### src/rtl/seg7_pkg.sv
// Shared types and constants for the seven-segment scan driver: scan-state
// encoding, the active-high hex glyph table and the pin polarity.
package seg7_pkg;

  typedef enum logic [1:0] {
    DIG0 = 2'd0,
    DIG1 = 2'd1,
    DIG2 = 2'd2
  } scan_state_t;

  // Bit order abcdefg (a = bit 6); entry 15 is listed first.
  localparam logic [15:0][6:0] HEX_GLYPH = {
    7'b1000111,  // F
    7'b1001111,  // E
    7'b0111101,  // d
    7'b1001110,  // C
    7'b0011111,  // b
    7'b1110111,  // A
    7'b1111011,  // 9
    7'b1111111,  // 8
    7'b1110000,  // 7
    7'b1011111,  // 6
    7'b1011011,  // 5
    7'b0110011,  // 4
    7'b1111001,  // 3
    7'b1101101,  // 2
    7'b0110000,  // 1
    7'b1111110   // 0
  };

  // Board drives common-anode digits: a pin at this level is unlit/off.
  localparam logic ACTIVE_LOW = 1'b1;

endpackage

### src/rtl/hex_to_seg7.sv
// Combinational 4-bit to seven-segment glyph decoder, active-high output
// in abcdefg order.
module hex_to_seg7
  import seg7_pkg::*;
(
  input  logic [3:0] hex,
  output logic [6:0] seg
);

  assign seg = HEX_GLYPH[hex];

endmodule

### src/rtl/seg7_scan_driver.sv
// Captures CPU result/carry/zero flags and scans them across a 3-digit
// common-anode display. Optional carry blink: define SEG7_CARRY_BLINK_EN.
module seg7_scan_driver
  import seg7_pkg::*;
#(
  parameter int unsigned REFRESH_DIV = 50000,
  parameter int unsigned CNT_W       = 16
) (
  input  logic       clock,
  input  logic       reset,
  input  logic       load,
  input  logic [3:0] rezult,
  input  logic       carry,
  input  logic       z,
  output logic       AN0,
  output logic       AN1,
  output logic       AN2,
  output logic       a,
  output logic       b,
  output logic       c,
  output logic       d,
  output logic       e,
  output logic       fp,
  output logic       g,
  output logic       dp
);

  logic [CNT_W-1:0] cnt;
  logic             tick;
  scan_state_t      state, state_next;
  logic [3:0]       val_q;
  logic             c_q, z_q;
  logic [3:0]       digit_val;
  logic [2:0]       an_sel;
  logic [6:0]       glyph;
  logic             blink;
  logic [2:0]       an_q;
  logic [6:0]       seg_q;

  assign tick = (cnt == CNT_W'(REFRESH_DIV - 1));

  always_ff @(posedge clock or posedge reset) begin
    if (reset)     cnt <= '0;
    else if (tick) cnt <= '0;
    else           cnt <= cnt + CNT_W'(1);
  end

  always_ff @(posedge clock or posedge reset) begin
    if (reset) begin
      val_q <= '0;
      c_q   <= 1'b0;
      z_q   <= 1'b0;
    end else if (load) begin
      val_q <= rezult;
      c_q   <= carry;
      z_q   <= z;
    end
  end

  always_ff @(posedge clock or posedge reset) begin
    if (reset) state <= DIG0;
    else       state <= state_next;
  end

  always_comb begin
    state_next = state;
    if (tick) begin
      case (state)
        DIG0:    state_next = DIG1;
        DIG1:    state_next = DIG2;
        default: state_next = DIG0;
      endcase
    end
  end

  always_comb begin
    digit_val = val_q;
    an_sel    = 3'b001;
    case (state)
      DIG1: begin
        digit_val = {3'b000, c_q};
        an_sel    = 3'b010;
      end
      DIG2: begin
        digit_val = {3'b000, z_q};
        an_sel    = 3'b100;
      end
      default: ;
    endcase
  end

  hex_to_seg7 u_dec (
    .hex (digit_val),
    .seg (glyph)
  );

`ifdef SEG7_CARRY_BLINK_EN
  logic [2:0] frame;

  always_ff @(posedge clock or posedge reset) begin
    if (reset)                      frame <= '0;
    else if (tick && state == DIG2) frame <= frame + 3'd1;
  end

  assign blink = c_q & frame[2];
`else
  assign blink = 1'b0;
`endif

  // Registering with tick forces the ghost-blank cycle while the state
  // register moves to the next digit on the same edge.
  always_ff @(posedge clock or posedge reset) begin
    if (reset) begin
      an_q  <= {3{ACTIVE_LOW}};
      seg_q <= {7{ACTIVE_LOW}};
    end else if (tick || blink) begin
      an_q  <= {3{ACTIVE_LOW}};
      seg_q <= {7{ACTIVE_LOW}};
    end else begin
      an_q  <= an_sel ^ {3{ACTIVE_LOW}};
      seg_q <= glyph ^ {7{ACTIVE_LOW}};
    end
  end

  assign {AN2, AN1, AN0}         = an_q;
  assign {a, b, c, d, e, fp, g}  = seg_q;
  assign dp                      = ACTIVE_LOW;

endmodule

### config.mk
export PLATFORM = sky130hd
export DESIGN_NAME = seg7_scan_driver
export DESIGN_NICKNAME = d
export VERILOG_FILES = /design/src/rtl/seg7_pkg.sv /design/src/rtl/hex_to_seg7.sv /design/src/rtl/seg7_scan_driver.sv
export SDC_FILE = /design/constraint.sdc
export NUM_CORES = 1
export LEC_CHECK = 0
export BUFFER_PORTS_ARGS = -buffer_cell sky130_fd_sc_hd__buf_2
export CAP_MARGIN = 40
export CORE_ASPECT_RATIO = 0.75
export CORE_MARGIN = 2
export CORE_UTILIZATION = 60
export CTS_BUF_LIST = sky130_fd_sc_hd__clkbuf_8
export DETAILED_ROUTE_END_ITERATION = 12
export HOLD_SLACK_MARGIN = 0.02
export MAX_ROUTING_LAYER = met4
export PLACE_DENSITY = 0.85
export SLEW_MARGIN = 15
export SYNTH_ARGS = -nofsm -noshare
export SYNTH_HDL_FRONTEND = slang
export SYNTH_SLANG_ARGS = --single-unit
export TNS_END_PERCENT = 1
### constraint.sdc
create_clock -name clock -period 2.6 [get_ports clock]
set_input_delay 0.52 -clock clock [delete_from_list [all_inputs] [get_ports clock]]
set_output_delay 0.52 -clock clock [all_outputs]
set_load 0.03 [all_outputs]
==> impl_metrics.yaml, run 1 <==
final_layout:
  seqCellArea_um2: 863
  nets: 204
  fin_cells: 221
  antenna_cells: 0
  final_common_cell: "dfrtp_1"
  fillers: 202
  drive_gt1_frac: 0.270
  fin_util: 0.724
  syn_to_final_growth_pct: 11.8
  multiInputGateArea_um2: 806
  layout_common_cells: "dfrtp_1, nor2_1, buf_2"
timing:
  fmax_ghz: 0.427
  setup_ws_ns: 0.259
  slew_viol_final: 0
  rsz0062_at_grt: "false"
  setup_tns_ns: 0
  period_share: 0.900
  setup_viol: 0
  period_needed_ns: 2.34
  finClkSkew_ns: 0.00455
  finalHoldViolations: 0
synth:
  syn_area_mm2: 0.00174
  syn_nets: 183
  synth_area_per_cell_um2: 10.7
  ys_seq_elements: 34
  yosys-top-cells-area: "dfrtp_1, dfstp_2, ha_1, nor2_1, xnor2_1"
  synthCells: 163
  seq_area_frac_synth: 0.497
  synth-edff-count: 0
  ys.flop_type: "dfrtp_1"
  ys.warnings.count: 0
  synth_cell_type_count: 37
  async_flop_share: 1.00
  synth_top_area_cell: "dfrtp_1"
  yosys.area.top_type_share: 0.346
power_and_ir_drop:
  power_per_cell_area_mw_per_mm2: 586
  finalPower_mw: 1.14
  clock_power_share: 0.343
  power_leakage_nw: 0.887
  internal_power_mw: 0.833
  pwr-share-comb: 0.142
  power_switching_mw: 0.306
  irDropWorstVdd_uv: 441
  p_sw_frac: 0.268
  seqPwrFrac: 0.516
worst_setup_path:
  crit_type: "reg2reg"
  endpoint_kind: "flip-flop"
  cp.arrival_ns: 2.55
  crit_start: "state[0]"
  critPathLaunchType: "flip-flop"
  rr_startpoint: "state[0]"
  cp.required_ns: 2.80
  cp_max_fo: 14
  worst_r2r_path_depth: 9
global_route:
  grt_first_pass_wirelength_um: 5840
  antenna_found_initial: 0
  track_usage: 0.256
  grt_pass1_vias: 1238
  grt-ovfl-total: 0
  grt_max_degree: 26
cts:
  cts_tree: "done"
  clockRootBuffer: "clkbuf_8"
  path_clk_slew_ns: 0.06
  cts_setup_buffers: 0
  clock_sinks: 34
  clock_latency_ns: 0.29
  cts_max_level: 2
  cts_buffers: 5
  ctsLongestPathBuffers: 2
place:
  dp_cells: 213
  pre_cts_ws_ns: 0.233
  detailed_place_hpwl_um: 2530
  gp_congestion: 0.826
  port_buffers: 18
routing:
  drt_iter0_markers: 54
  vias: 1275
  wirelength_um: 3480
  final_antenna_net_count: 0
  wire_per_inst_um: 15.7
  drc: 0
  via_per_inst: 5.77
  drtPass1Iterations: 4
die:
  ioPinCount: 20
  dieHeight_um: 50.6
  die_area_mm2: 0.00335
  start_util: 0.648
  rows: 16
  core_mm2: 0.00268
  fp.dieW_um: 66.1
job:
  drv_cap: 0
status:
  status: "finished clean"
min_path:
  hp-class: "in2async"
## synthesized netlist by cell type, types with 2 or more instances
| library cell | count |
|---|---|
| xnor2_1 | 8 |
| ha_1 | 11 |
| o221ai_1 | 2 |
| inv_1 | 9 |
| nand3_1 | 3 |
| clkbuf_1 | 4 |
| nor3_1 | 4 |
| dfrtp_1 | 24 |
| xor2_1 | 6 |
| nand2_1 | 14 |
| a21oi_1 | 8 |
| o21ai_0 | 4 |
| nor4_1 | 5 |
| dfstp_2 | 10 |
| mux2_2 | 6 |
| nand2b_1 | 4 |
| nor2_1 | 19 |
| nand4_1 | 3 |
## layout make-up
cell class / instances / share of cell area
flip-flops and latches: 34 / 0.444
multi-input cells: 114 / 0.415
repair buffers: 20 / 0.0541
clock buffers: 6 / 0.0425
well taps: 36 / 0.0232
inverters: 9 / 0.0174
clock inverters: 2 / 0.00386
## layer usage
| layer | vias up | wire length (um) | global-route usage |
|---|---|---|---|
| met5 | - | 0 | - |
| met4 | 0 | 114 | 0.167 |
| met3 | 15 | 253 | 0.0807 |
| met2 | 56 | 1670 | 0.382 |
| met1 | 607 | 1440 | 0.299 |
| li1 | 597 | - | - |
## power by group through the flow
stage	clock network, mW	logic, mW	registers, mW
after CTS	0.401	0.162	0.588
after detailed placement	0	0.159	0.597
after global routing	0.419	0.175	0.591
after floorplan	0	0.0815	0.629
final	0.390	0.161	0.587
after global placement	0	0.152	0.596
## state kept, by name, indices dropped and copies added, names as in the netlist
name   count
cnt       16
seg_q      7
c_q        1
an_q       3
z_q        1
val_q      4
state      2
## worst paths after layout
check                      slack [ns]       end
setup reg to reg                 0.26  seg_q[0]
hold / removal                   0.18  val_q[3]
hold reg to reg                  0.51    cnt[0]
max in group asynchronous        1.73   an_q[2]
min in group clock               0.45  val_q[3]
setup / recovery                 0.26  seg_q[0]
## metrics by stage
| stage | hold slack [ns] | area (um2) |
|---|---|---|
| floorplan | 0.450 | 1740 |
| global placement | 0.472 | 1850 |
| detailed placement | 0.497 | 1850 |
| CTS | 0.190 | 1940 |
| global route | 0.205 | 1940 |
| finish | 0.185 | 1940 |
## critical path, cell delays in order (launching register included)
cell and delay, ns:
dfrtp_1 0.40, inv_1 0.08, ha_2 0.45, nand2b_1 0.24
inv_1 0.11, ha_1 0.21, nor2b_1 0.14, a21oi_1 0.13
a21oi_1 0.07, or3_2 0.42
## cell families after synthesis
family | Yosys count | share of synthesized area
multiplexers | 7 | 0.0475
adder cells (fa/ha/maj) | 11 | 0.0792
other | 1 | 0.00216
XOR/XNOR | 14 | 0.0706
flip-flops | 34 | 0.497
AND/OR/NAND/NOR | 61 | 0.189
buffers and inverters | 15 | 0.0410
AO/OA/AOI/OAI | 20 | 0.0734
## repair_timing
| item | in CTS | in global routing |
|---|---|---|
| gates resized for setup | 0 | 1 |
| endpoints found under the setup margin | 0 | 1 |
| hold buffers | 0 | 0 |
| endpoints found under the hold margin | 0 | 0 |
No activity file was read; power rests on OpenSTA's default activity.
==> run 2: changes to the inputs <==
Settings changed: CORE_UTILIZATION 60 to 52, PLACE_DENSITY 0.85 to 0.75.
Clock period 2.6 ns to 2.9 ns, I/O delays scaled along.
==> impl_metrics.yaml, run 2 (synthesis results as in run 1) <==
power_and_ir_drop:
  p_sw_frac: 0.269
  power_per_cell_area_mw_per_mm2: 509
  seqPwrFrac: 0.535
  pwr-share-comb: 0.140
  power_switching_mw: 0.264
  internal_power_mw: 0.720
  power_leakage_nw: 0.886
  irDropWorstVdd_uv: 334
  clock_power_share: 0.325
routing:
  final_antenna_net_count: 0
  wire_per_inst_um: 13.2
  drtPass1Iterations: 4
  vias: 1195
  via_per_inst: 5.31
  wirelength_um: 2970
  drc: 0
  drt_iter0_markers: 71
final_layout:
  regMostFlops: "cnt"
  fillers: 284
  reg_top3: "cnt x16, seg_q x7, val_q x4"
  fin_cells: 225
  final_common_cell: "dfrtp_1"
  largest_register_ffs: 16
  drive_gt1_frac: 0.259
  nets: 204
  layout_common_cells: "dfrtp_1, nor2_1, buf_2"
  syn_to_final_growth_pct: 11.4
  antenna_cells: 0
die:
  die_area_mm2: 0.00383
  start_util: 0.536
  fp.dieW_um: 70.8
  dieHeight_um: 54.1
  core_mm2: 0.00324
  ioPinCount: 20
  rows: 18
cts:
  ctsLongestPathBuffers: 2
  cts_resized: 0
  cts_setup_buffers: 0
  cts_tree: "done"
  cts_hold_buf: 0
  path_clk_slew_ns: 0.07
  clock_sinks: 34
  clockRootBuffer: "clkbuf_8"
  clock_latency_ns: 0.28
  cts_buffers: 5
  cts_max_level: 2
global_route:
  track_usage: 0.178
  grt_pass1_vias: 1123
  grt_first_pass_wirelength_um: 4990
  grt-ovfl-total: 0
  grt_max_degree: 35
  antenna_found_initial: 0
timing:
  finalHoldViolations: 0
  period_share: 0.818
  rsz0062_at_grt: "false"
  fmax_ghz: 0.422
  slew_viol_final: 0
  setup_tns_ns: 0
  period_needed_ns: 2.37
  setup_viol: 0
  finClkSkew_ns: 0.00563
worst_setup_path:
  cp.required_ns: 3.10
  rr_endpoint: "seg_q[0]"
  cp_max_fo: 14
  crit_type: "reg2reg"
  critPathCapture: "seg_q[0]"
  cp.arrival_ns: 2.57
  crit_start: "state[0]"
  rr_startpoint: "state[0]"
  worst_r2r_path_depth: 9
  r2r_setup_slack_ns: 0.53
  critPathLaunchType: "flip-flop"
  endpoint_kind: "flip-flop"
place:
  gp_congestion: 0.782
  port_buffers: 18
  detailed_place_hpwl_um: 2130
  dp_cells: 217
status:
  status: "finished clean"
min_path:
  hp-class: "in2async"
job:
  drv_cap: 0
-- run 2: worst min-delay path by stage --
stage,from,to
finish,reset,z_q
global route,reset,z_q
CTS,reset,z_q
detailed placement,cnt[0],cnt[0]
global placement,cnt[0],cnt[0]
floorplan,cnt[0],cnt[0]
-- run 2: critical path, stage by stage (launching register included) --
cell and delay [ns]:
dfrtp_1 0.39, inv_1 0.08, ha_1 0.45, o21ai_0 0.27
inv_1 0.10, ha_1 0.23, nor2b_1 0.15, a21oi_1 0.13
a21oi_1 0.07, or3_2 0.42
-- run 2: final cells by class --
cell class                 count  area [um2]  area share
inverter                       9        33.8      0.0175
tap                           40        50.0      0.0259
clock buffer                   5        68.8      0.0356
sequential                    34         863       0.446
timing repair buffer          20         105      0.0543
clock inverter                 3        11.3     0.00582
multi-input combinational    114         803       0.415
-- run 2: per-layer routing --
layer	up-vias	GRT usage	wire length, um
li1	595	-	-
met1	569	0.221	1490
met2	29	0.282	1300
met3	2	0.0468	163
met4	0	0.0692	14
met5	-	-	0
-- run 2: metrics by stage --
stage | utilization | hold slack [ns] | setup WS [ns] | power (mW) | cell area [um2]
floorplan | - | 0.450 | 0.535 | 0.637 | 1740
global placement | 0.572 | 0.467 | 0.635 | 0.669 | 1860
detailed placement | 0.572 | 0.477 | 0.515 | 0.674 | 1860
CTS | 0.597 | 0.382 | 0.517 | 0.998 | 1940
global route | 0.597 | 0.409 | 0.341 | 1.04 | 1940
finish | 0.597 | 0.372 | 0.528 | 0.984 | 1940
-- run 2: power groups by stage --
stage	sequential (mW)	combinational, mW	clock, mW
finish	0.527	0.138	0.320
floorplan	0.564	0.0731	0
global placement	0.534	0.136	0
detailed placement	0.535	0.138	0
CTS	0.527	0.139	0.332
global route	0.531	0.151	0.358
